--- src/rtl/best_time_keeper_pkg.sv ---
// Shared types and constants for the best-time keeper.
// Digit packing (MSB..LSB): {min1, min0, sec1, sec0, small_sec1, small_sec0}.
`timescale 1ns/1ps
package best_time_keeper_pkg;

    localparam int unsigned BCD_BIT_WIDTH = 4;
    localparam int unsigned NUM_DIGITS    = 6;
    localparam int unsigned TIME_W        = 24;

    // Digit positions inside the packed time, counted from the LSB digit.
    localparam int unsigned POS_SMALL_SEC0 = 0;
    localparam int unsigned POS_SMALL_SEC1 = 1;
    localparam int unsigned POS_SEC0       = 2;
    localparam int unsigned POS_SEC1       = 3;
    localparam int unsigned POS_MIN0       = 4;
    localparam int unsigned POS_MIN1       = 5;

    typedef enum logic [1:0] {
        S_IDLE = 2'd0,
        S_RUN  = 2'd1,
        S_CAPT = 2'd2,
        S_CMP  = 2'd3
    } state_e;

    // Every digit is a decimal digit and both tens-of digits are at most 5.
    function automatic logic digits_legal(input logic [TIME_W-1:0] t);
        logic ok;
        ok = 1'b1;
        for (int i = 0; i < NUM_DIGITS; i++) begin
            if (t[i*BCD_BIT_WIDTH +: BCD_BIT_WIDTH] > 4'd9) ok = 1'b0;
        end
        if (t[POS_SEC1*BCD_BIT_WIDTH +: BCD_BIT_WIDTH] > 4'd5) ok = 1'b0;
        if (t[POS_MIN1*BCD_BIT_WIDTH +: BCD_BIT_WIDTH] > 4'd5) ok = 1'b0;
        return ok;
    endfunction

endpackage

--- src/rtl/best_time_keeper_if.sv ---
// Bus between the stopwatch/display side (master) and the keeper (slave).
//   master drives: game_state, six BCD digits, clear_best, disp_sel
//   slave drives : last_time, best_time, best_valid, new_record,
//                  bcd_error, run_count, disp_time
`timescale 1ns/1ps
interface best_time_keeper_if #(
    parameter int unsigned RUN_CNT_W = 8
);
    import best_time_keeper_pkg::*;

    logic                      game_state;
    logic [BCD_BIT_WIDTH-1:0]  small_sec0;
    logic [BCD_BIT_WIDTH-1:0]  small_sec1;
    logic [BCD_BIT_WIDTH-1:0]  sec0;
    logic [BCD_BIT_WIDTH-1:0]  sec1;
    logic [BCD_BIT_WIDTH-1:0]  min0;
    logic [BCD_BIT_WIDTH-1:0]  min1;
    logic                      clear_best;
    logic                      disp_sel;

    logic [TIME_W-1:0]         last_time;
    logic [TIME_W-1:0]         best_time;
    logic                      best_valid;
    logic                      new_record;
    logic                      bcd_error;
    logic [RUN_CNT_W-1:0]      run_count;
    logic [TIME_W-1:0]         disp_time;

    modport master (
        output game_state, small_sec0, small_sec1, sec0, sec1, min0, min1,
               clear_best, disp_sel,
        input  last_time, best_time, best_valid, new_record, bcd_error,
               run_count, disp_time
    );

    modport slave (
        input  game_state, small_sec0, small_sec1, sec0, sec1, min0, min1,
               clear_best, disp_sel,
        output last_time, best_time, best_valid, new_record, bcd_error,
               run_count, disp_time
    );

endinterface

--- src/rtl/best_time_keeper_sync_edge.sv ---
// Multi-flop synchroniser with registered rise/fall pulses.
//   clk, rst     : clock, async active-low reset
//   d_i          : asynchronous level
//   level_o      : synchronised level (last chain flop)
//   rise_o/fall_o: one-cycle pulses, one cycle after level_o changes
// STAGES must be at least 2.
`timescale 1ns/1ps
module best_time_keeper_sync_edge #(
    parameter int unsigned STAGES = 2
) (
    input  logic clk,
    input  logic rst,
    input  logic d_i,
    output logic level_o,
    output logic rise_o,
    output logic fall_o
);

    logic [STAGES-1:0] sync_q;
    logic              dly_q;
    logic              rise_q;
    logic              fall_q;

    always_ff @(posedge clk or negedge rst) begin
        if (!rst) begin
            sync_q <= '0;
            dly_q  <= 1'b0;
            rise_q <= 1'b0;
            fall_q <= 1'b0;
        end else begin
            sync_q <= {sync_q[STAGES-2:0], d_i};
            dly_q  <= sync_q[STAGES-1];
            rise_q <=  sync_q[STAGES-1] & ~dly_q;
            fall_q <= ~sync_q[STAGES-1] &  dly_q;
        end
    end

    assign level_o = sync_q[STAGES-1];
    assign rise_o  = rise_q;
    assign fall_o  = fall_q;

endmodule

--- src/rtl/best_time_keeper.sv ---
// Latches the stopwatch time at the end of each run, tracks the best
// (smallest) time, pulses new_record on improvement and counts runs.
//   clk, rst : clock, async active-low reset
//   bus      : slave side of best_time_keeper_if (inputs from the
//              stopwatch, results and display mux back out)
`timescale 1ns/1ps
module best_time_keeper
    import best_time_keeper_pkg::*;
#(
    parameter int unsigned SYNC_STAGES = 2,
    parameter int unsigned RUN_CNT_W   = 8
) (
    input  logic              clk,
    input  logic              rst,
    best_time_keeper_if.slave bus
);

    state_e               state_q;
    logic [TIME_W-1:0]    last_time_q;
    logic [TIME_W-1:0]    best_time_q;
    logic                 best_valid_q;
    logic                 new_record_q;
    logic                 bcd_error_q;
    logic [RUN_CNT_W-1:0] run_count_q;
    logic [TIME_W-1:0]    cap_q;
    logic                 cap_ok_q;

    logic                 gs_s;
    logic                 gs_fall;
    logic                 gs_rise_unused;

    logic [TIME_W-1:0]    cap_d;
    logic                 legal_d;
    logic                 cap_ok_d;
    logic                 beats_best_d;

    // game_state comes from the slow stopwatch domain.
    best_time_keeper_sync_edge #(
        .STAGES (SYNC_STAGES)
    ) u_gs_sync (
        .clk     (clk),
        .rst     (rst),
        .d_i     (bus.game_state),
        .level_o (gs_s),
        .rise_o  (gs_rise_unused),
        .fall_o  (gs_fall)
    );

    // Candidate time and its validity, evaluated from the live digits.
    always_comb begin
        cap_d        = {bus.min1, bus.min0, bus.sec1, bus.sec0,
                        bus.small_sec1, bus.small_sec0};
        legal_d      = digits_legal(cap_d);
        cap_ok_d     = legal_d && (cap_d != '0);
        // Packed BCD compares in the same order as elapsed time.
        beats_best_d = !best_valid_q || (cap_q < best_time_q);
    end

    // Run tracking FSM with registered results.
    always_ff @(posedge clk or negedge rst) begin
        if (!rst) begin
            state_q      <= S_IDLE;
            last_time_q  <= '0;
            best_time_q  <= '0;
            best_valid_q <= 1'b0;
            new_record_q <= 1'b0;
            bcd_error_q  <= 1'b0;
            run_count_q  <= '0;
            cap_q        <= '0;
            cap_ok_q     <= 1'b0;
        end else begin
            new_record_q <= 1'b0;
            case (state_q)
                S_IDLE: begin
                    if (gs_s) state_q <= S_RUN;
                end
                S_RUN: begin
                    if (gs_fall) begin
                        state_q  <= S_CAPT;
                        cap_q    <= cap_d;
                        cap_ok_q <= cap_ok_d;
                        if (cap_ok_d) begin
                            last_time_q <= cap_d;
                            if (run_count_q != '1)
                                run_count_q <= run_count_q + RUN_CNT_W'(1);
                        end else if (!legal_d) begin
                            bcd_error_q <= 1'b1;
                        end
                    end
                end
                S_CAPT: begin
                    state_q <= S_CMP;
                    // A simultaneous clear suppresses the update and the pulse.
                    if (cap_ok_q && beats_best_d && !bus.clear_best) begin
                        best_time_q  <= cap_q;
                        best_valid_q <= 1'b1;
                        new_record_q <= 1'b1;
                    end
                end
                S_CMP: begin
                    state_q <= S_IDLE;
                end
                default: begin
                    state_q <= S_IDLE;
                end
            endcase
            if (bus.clear_best) begin
                best_time_q  <= '0;
                best_valid_q <= 1'b0;
            end
        end
    end

    assign bus.last_time  = last_time_q;
    assign bus.best_time  = best_time_q;
    assign bus.best_valid = best_valid_q;
    assign bus.new_record = new_record_q;
    assign bus.bcd_error  = bcd_error_q;
    assign bus.run_count  = run_count_q;
    assign bus.disp_time  = bus.disp_sel ? best_time_q : last_time_q;

endmodule

--- src/flat_wrapper.sv ---
// flat-port wrapper written by rule: the top's interface ports become plain ports
module best_time_keeper_flat import best_time_keeper_pkg::*;
#(
    parameter int unsigned SYNC_STAGES = 2,
    parameter int unsigned RUN_CNT_W   = 8
)
  (clk, rst, bus_game_state, bus_small_sec0, bus_small_sec1, bus_sec0, bus_sec1, bus_min0, bus_min1, bus_clear_best, bus_disp_sel, bus_last_time, bus_best_time, bus_best_valid, bus_new_record, bus_bcd_error, bus_run_count, bus_disp_time);
  best_time_keeper_if #(.RUN_CNT_W(RUN_CNT_W)) bus_i ();
  input  logic clk;
  input  logic rst;
  input wire logic [$bits(bus_i.game_state)-1:0] bus_game_state;
  input wire logic [$bits(bus_i.small_sec0)-1:0] bus_small_sec0;
  input wire logic [$bits(bus_i.small_sec1)-1:0] bus_small_sec1;
  input wire logic [$bits(bus_i.sec0)-1:0] bus_sec0;
  input wire logic [$bits(bus_i.sec1)-1:0] bus_sec1;
  input wire logic [$bits(bus_i.min0)-1:0] bus_min0;
  input wire logic [$bits(bus_i.min1)-1:0] bus_min1;
  input wire logic [$bits(bus_i.clear_best)-1:0] bus_clear_best;
  input wire logic [$bits(bus_i.disp_sel)-1:0] bus_disp_sel;
  output wire logic [$bits(bus_i.last_time)-1:0] bus_last_time;
  output wire logic [$bits(bus_i.best_time)-1:0] bus_best_time;
  output wire logic [$bits(bus_i.best_valid)-1:0] bus_best_valid;
  output wire logic [$bits(bus_i.new_record)-1:0] bus_new_record;
  output wire logic [$bits(bus_i.bcd_error)-1:0] bus_bcd_error;
  output wire logic [$bits(bus_i.run_count)-1:0] bus_run_count;
  output wire logic [$bits(bus_i.disp_time)-1:0] bus_disp_time;
  assign bus_i.game_state = bus_game_state;
  assign bus_i.small_sec0 = bus_small_sec0;
  assign bus_i.small_sec1 = bus_small_sec1;
  assign bus_i.sec0 = bus_sec0;
  assign bus_i.sec1 = bus_sec1;
  assign bus_i.min0 = bus_min0;
  assign bus_i.min1 = bus_min1;
  assign bus_i.clear_best = bus_clear_best;
  assign bus_i.disp_sel = bus_disp_sel;
  assign bus_last_time = bus_i.last_time;
  assign bus_best_time = bus_i.best_time;
  assign bus_best_valid = bus_i.best_valid;
  assign bus_new_record = bus_i.new_record;
  assign bus_bcd_error = bus_i.bcd_error;
  assign bus_run_count = bus_i.run_count;
  assign bus_disp_time = bus_i.disp_time;
  best_time_keeper #(.SYNC_STAGES(SYNC_STAGES), .RUN_CNT_W(RUN_CNT_W)) u_core (.clk(clk), .rst(rst), .bus(bus_i));
endmodule
--- config.mk ---
export PLATFORM = sky130hd
export DESIGN_NAME = best_time_keeper_flat
export DESIGN_NICKNAME = d
export VERILOG_FILES = /design/src/rtl/best_time_keeper_pkg.sv /design/src/rtl/best_time_keeper_if.sv /design/src/rtl/best_time_keeper_sync_edge.sv /design/src/rtl/best_time_keeper.sv /design/src/flat_wrapper.sv
export SDC_FILE = /design/constraint.sdc
export NUM_CORES = 1
export LEC_CHECK = 0
export CAP_MARGIN = 20
export CORE_UTILIZATION = 45
export DETAILED_ROUTE_END_ITERATION = 10
export PLACE_DENSITY = 0.75
export SYNTH_ARGS = -nofsm -noshare
export SYNTH_HDL_FRONTEND = slang
export SYNTH_HIERARCHICAL = 1
export SYNTH_SLANG_ARGS = --single-unit
--- constraint.sdc ---
create_clock -name clk -period 2.1 [get_ports clk]
set_input_delay 0.315 -clock clk [delete_from_list [all_inputs] [get_ports clk]]
set_output_delay 0.315 -clock clk [all_outputs]
set_load 0.005 [all_outputs]
==> impl_metrics.tcl, run 1 <==
set metrics [dict create \
    netlist_area_mm2 0.00467 \
    die_area_mm2 0.0108 \
    wirelength_um 13000 \
    cp_data_arrival_time_ps 2680 \
    die_h_um 104 \
    slew_headroom_pct 66.5 \
    ff2ff_setup_slack_ps -310 \
    pin_count 112 \
    drive_gt1_share_pct 32.2 \
    vdd_drop_max_mv 0.417 \
    fin_nets 647 \
    whs_ps 319 \
    fmax_mhz 415 \
    antenna_found_initial 0 \
    syn_inst 392 \
    drt_pre_antenna_iters 5 \
    cts_num_sinks 90 \
    io_buffers 111 \
    grt_pass1_wl_um 19900 \
    clockPowerShare_pct 22.0 \
    cp_num_cells 10 \
    rr_worst_depth 10 \
    clock_latency_ps 360 \
    dp_slack_ps -497 \
    maxSlewViolCount 0 \
    gp_congestion 0.758 \
    outcome "finished, violations left" \
    cp_top_family "compound AO/OA/AOI/OAI gates" \
    setup_violations 25 \
    endpoint "u_core/bus.best_time[15]$_DFFE_PN0P_" \
    hold_violations 0 \
    reg2reg_to "u_core/bus.best_time[15]$_DFFE_PN0P_" \
    core_area_mm2 0.00991 \
    worstPathMaxFanout 5 \
    diodes 0 \
    grt_overflow 0 \
    required_ps 2370 \
    max_stage_delay_ps 390 \
    hold_class "in2reg" \
    syn_area_per_cell_um2 11.9 \
    p_switching_w 0.00179 \
    synth-warning-count 6 \
    violations "setup timing" \
    period_share_pct 115 \
    worstReg2RegStart "u_core/bus.best_time[15]$_DFFE_PN0P_" \
    clockBufferDepth 2 \
    path_cells "inv_1 > ha_1 > a21oi_2 > o21ai_2 > a221oi_4 > a31oi_4 > a311oi_4 > buf_6 > buf_8 > mux2i_4" \
    cts_tree "done" \
    cap_violations 0 \
    grt_max_degree 51 \
    seqPwrFrac_pct 41.4 \
    ff_latch_area_mm2 0.00225 \
    crit_slowest_cell "dfrtp_1" \
    multi_input_area_mm2 0.00242 \
    powerDensity_mw_per_mm2 793 \
    swShare_pct 32.1 \
    path_class "reg2reg" \
    grt_pass1_vias 3895 \
    power.internal_w 0.00380 \
    worstSetupStartpoint "u_core/bus.best_time[15]$_DFFE_PN0P_" \
    dp.cells 697 \
    crit_buf_inv 3 \
    n_fill_cell 688 \
    clock-root-buffer "clkbuf_8" \
    fp.dieW_um 104 \
    grt_usage_pct 23.6 \
    drt-initial-drc-count 140 \
    fin_crit_ps 2410 \
    vias_per_cell 5.21 \
    setup_slack_ps -312 \
    finalNonFillerCells 729 \
    row_count 36 \
    cts_max_level 3 \
    post-route-drc-count 0 \
    rsz0062_at_grt "yes" \
    num_vias 3801 \
    combPwrFrac_pct 36.6 \
    cts_made_buffers 9 \
    clock_skew_ps 12.8 \
    worst_slew_pin_slew_ps 499 \
    antenna_left 0 \
    wl_per_cell_um 17.9 \
    path_clk_slew_ps 100 \
    dp_hpwl_um 8520 \
    critPathCaptureType "register" \
    cp-start-kind "register" \
    syn_to_final_growth_pct 50.9 \
    leakagePower_nw 3.16 \
    syn_nets 448 \
    initial_core_util_pct 47.2 \
]
[worst register-to-register path, delay by kind of cell (launching register included)]
kind            cells  cell delay (ps)
fa+ha+maj           1              320
buf+inv             3              380
compound gates      5              990
flops               1              390
mux                 1              250
[state kept, by name, indices dropped and copies added, names as in the netlist]
name / count
u_core/bus.best_time: 24
u_core/bus.last_time: 24
u_core/cap_q: 24
u_core/bus.run_count: 8
u_core/state_q: 2
u_core/u_gs_sync/sync_q: 2
u_core/bus.bcd_error: 1
u_core/bus.best_valid: 1
u_core/bus.new_record: 1
u_core/cap_ok_q: 1
u_core/u_gs_sync/dly_q: 1
u_core/u_gs_sync/fall_o: 1
[what timing repair did]
item                                    in CTS  in global routing
hold buffers                                 1                  0
gates resized for setup                     10                 40
buffers inserted                             0                 11
hold endpoints to repair                    29                  0
cloned                                       1                  3
pin swaps                                    1                 12
endpoints found under the setup margin      69                 38
[power by group through the flow]
stage,combinational (W),sequential [W],clock (W)
after floorplan,0.000989,0.00228,0
after CTS,0.00183,0.00230,0.00125
final,0.00205,0.00232,0.00123
after global routing,0.00226,0.00236,0.00134
after global placement,0.00171,0.00230,0
after detailed placement,0.00178,0.00233,0
[how the worst min path moves through the flow]
stage	startpoint	to	cells after the start	slack, ps
after floorplan	rst	u_core/bus.bcd_error$_DFFE_PN0P_	0	20
after global placement	rst	u_core/bus.best_time[10]$_DFFE_PN0P_	1	280
after detailed placement	rst	u_core/bus.best_time[9]$_DFFE_PN0P_	1	280
after CTS	u_core/u_gs_sync/sync_q[0]$_DFF_PN0_	u_core/u_gs_sync/sync_q[1]$_DFF_PN0_	0	360
after global routing	bus_sec0[2]	u_core/bus.last_time[10]$_DFFE_PN0P_	2	330
final	bus_sec0[2]	u_core/bus.last_time[10]$_DFFE_PN0P_	2	320
[per-layer routing]
metal | global-route usage, % | up-vias | share of wire, %
met5 | 0 | - | 0
met4 | 7.76 | 0 | 2.3
li1 | - | 1766 | -
met2 | 40.4 | 125 | 50
met1 | 30.3 | 1886 | 42
met3 | 3.88 | 24 | 5.6
[through the flow]
stage	area, um2	total power [W]	utilization [%]	setup TNS (ps)
after global routing	7050	0.00595	71.2	-8840
after global placement	6490	0.00401	65.5	-12860
after floorplan	4690	0.00327	-	-521
after detailed placement	6490	0.00411	65.5	-16140
after CTS	6770	0.00537	68.3	-3360
final	7050	0.00559	71.2	-6080
[cell type report]
type,instances,area share [%]
clock inverter,5,0.887
inverter,28,1.49
clock buffer,11,2.00
sequential,90,31.9
multi-input combinational,259,34.3
tap,133,2.36
timing repair buffer,203,27.0
[layout by cell type (no fill, tap or decap), types with 11 or more instances in the layout]
cell	instances
buf_4	82
clkdlybuf4s50_1	103
nand2_1	11
mux2i_1	22
inv_1	25
mux2_1	18
nand2b_1	51
mux2_2	53
dfrtp_1	90
ha_1	23
(Power assumes the default switching activity.)
==> run 2: changes to the inputs <==
--- a/config.mk
+++ b/config.mk
@@ -6,9 +6,11 @@
 export NUM_CORES = 1
 export LEC_CHECK = 0
 export CAP_MARGIN = 20
+export CORE_MARGIN = 2
 export CORE_UTILIZATION = 45
 export DETAILED_ROUTE_END_ITERATION = 10
 export PLACE_DENSITY = 0.75
+export SETUP_SLACK_MARGIN = 0.1
 export SYNTH_ARGS = -nofsm -noshare
 export SYNTH_HDL_FRONTEND = slang
 export SYNTH_HIERARCHICAL = 1
==> run 2 against run 1 <==
  * The flow still finishes with violations (setup timing)
  * Core utilization decreased by 2.5 points
  * Critical endpoint is now u_core/bus.best_time[8]$_DFFE_PN0P_
  * First-iteration DRC count increased by 12%
  * Sequential power about the same
  * Clock skew decreased by 3.8 ps
  * Clock-buffer cell count decreased by 1
  * Cell area decreased by 0.83%
==> impl_metrics.tcl, run 2 (synthesized netlist as in run 1, its figures left out) <==
set metrics [dict create \
    rsz0062_at_grt "yes" \
    outcome "finished, violations left" \
    setup_slack_ps -372 \
    die_h_um 106 \
    clock_latency_ps 360 \
    powerDensity_mw_per_mm2 783 \
    fmax_mhz 404 \
    clock_skew_ps 9.01 \
    worst_slew_pin_slew_ps 433 \
    slew_headroom_pct 71.2 \
    clockBufferDepth 2 \
    row_count 37 \
    drt_pre_antenna_iters 5 \
    grtUsageMet3_pct 4.66 \
    grt_max_degree 51 \
    leakagePower_nw 3.16 \
    gp_congestion 0.763 \
    drt-initial-drc-count 157 \
    setup_violations 25 \
    layout_commonest_cell "dfrtp_1" \
    grt_util_met1_pct 28.5 \
    critPathCaptureType "register" \
    drive_gt1_share_pct 28.4 \
    required_ps 2370 \
    grt_overflow 0 \
    cts_made_buffers 9 \
    cap_violations 0 \
    path_cells "ha_1 > a21oi_1 > o21ai_1 > a221oi_2 > a31oi_2 > a311oi_4 > buf_6 > clkbuf_16 > mux2i_1" \
    path_clk_slew_ps 90 \
    syn_to_final_growth_pct 49.7 \
    grt_util_met2_pct 36.9 \
    worstPathMaxFanout 5 \
    post-route-drc-count 0 \
    fin_nets 632 \
    final_cell_mix "dfrtp_1 (90), clkdlybuf4s50_1 (88), buf_4 (61)" \
    wl_per_cell_um 17.9 \
    period_share_pct 118 \
    violations "setup timing" \
    cp-start-kind "register" \
    grt_pass1_vias 3828 \
    io_buffers 111 \
    dp_slack_ps -494 \
    fp.dieW_um 106 \
    busiest_layer "met2" \
    hold_violations 0 \
    post-route-util_pct 68.7 \
    cts_num_sinks 90 \
    max_stage_delay_ps 400 \
    fin_crit_ps 2470 \
    maxSlewViolCount 0 \
    cts_max_level 3 \
    vdd_drop_max_mv 0.394 \
    wirelength_um 12800 \
    pin_count 112 \
    hold_class "reg2reg" \
    antenna_left 0 \
    setup-tns-final_ps -7670 \
    crit_slowest_cell "dfrtp_1" \
    vias_per_cell 5.27 \
    cts_tree "done" \
    cp_data_arrival_time_ps 2740 \
    grt_pass1_wl_um 19200 \
    die_area_mm2 0.0112 \
    clock-root-buffer "clkbuf_8" \
    initial_core_util_pct 45.9 \
    dp_hpwl_um 8350 \
    core_area_mm2 0.0102 \
    path_class "reg2reg" \
    grt_usage_pct 21.9 \
    num_vias 3780 \
    antenna_found_initial 0 \
    n_fill_cell 738 \
    diodes 0 \
]
## run 2: cell count changes in the layout (fill, tap and decap cells not counted), sizes merged
| cell | change |
|---|---|
| dlygate4sd2 | +9 |
| bufbuf | -1 |
| clkinv | +1 |
| clkdlybuf4s15 | +1 |
| clkinvlp | -1 |
| clkdlybuf4s50 | -15 |
| bufinv | +1 |
| buf | -16 |
| dlymetal6s2s | +6 |
## run 2: where the power goes
| group | total (W) | leakage, nW | switching (W) | internal (W) |
|---|---|---|---|---|
| Combinational | 0.00186 | 1.87 | 0.000821 | 0.00104 |
| Sequential | 0.00231 | 1.18 | 0.000251 | 0.00206 |
| Clock | 0.00131 | 0.107 | 0.000630 | 0.000676 |
| Total | 0.00548 | 3.16 | 0.00170 | 0.00377 |
## run 2: metal layers
metal / up-vias / wire length, um
li1: 1741 / -
met1: 1893 / 5510
met2: 133 / 6370
met3: 13 / 750
met4: 0 / 168
met5: - / 0
## run 2: layout make-up
class / count / area, um2 / area share (%)
clock buffer: 10 / 128 / 1.82
clock inverter: 6 / 90.1 / 1.29
inverter: 28 / 105 / 1.50
multi-input combinational: 259 / 2380 / 34.0
sequential: 90 / 2250 / 32.2
tap: 136 / 170 / 2.43
timing repair buffer: 188 / 1870 / 26.8
## run 2: path summary, 6_finish.rpt
kind	startpoint	to	slack [ps]	depth (start not counted)
setup / recovery	u_core/cap_q[15]$_DFFE_PN0P_	u_core/bus.best_time[8]$_DFFE_PN0P_	-370	9
hold / removal	u_core/u_gs_sync/sync_q[0]$_DFF_PN0_	u_core/u_gs_sync/sync_q[1]$_DFF_PN0_	360	0
setup reg to reg	u_core/cap_q[15]$_DFFE_PN0P_	u_core/bus.best_time[8]$_DFFE_PN0P_	-370	9
hold reg to reg	u_core/u_gs_sync/sync_q[0]$_DFF_PN0_	u_core/u_gs_sync/sync_q[1]$_DFF_PN0_	360	0
max in group asynchronous	rst	u_core/bus.last_time[0]$_DFFE_PN0P_	1070	3
min in group asynchronous	rst	u_core/bus.best_time[18]$_DFFE_PN0P_	440	2
## run 2: timing repair
item	CTS	global route
gates cloned	2	4
buffers inserted	6	3
gates resized for setup	31	23
endpoints found under the setup margin	77	52
hold endpoints to repair	29	0
pin swaps	6	13
hold buffers	1	0
## run 2: metrics by stage
stage | instance area (um2) | hold slack, ps | total power (W) | instances
2_1_floorplan | 4690 | 19.4 | 0.00327 | 392
3_3_place_gp | 6400 | 275 | 0.00396 | 685
3_5_place_dp | 6400 | 285 | 0.00405 | 685
4_1_cts | 6790 | 362 | 0.00538 | 710
5_1_grt | 7000 | 361 | 0.00582 | 717
6_report | 7000 | 364 | 0.00548 | 717
## run 2: critical path: cells and delay by family, from the launching register on
family	cells	cell delay [ps]
AO/OA/AOI/OAI	5	1090
flip-flops	1	400
buffers and inverters	2	360
adder cells (fa/ha/maj)	1	320
multiplexers	1	220
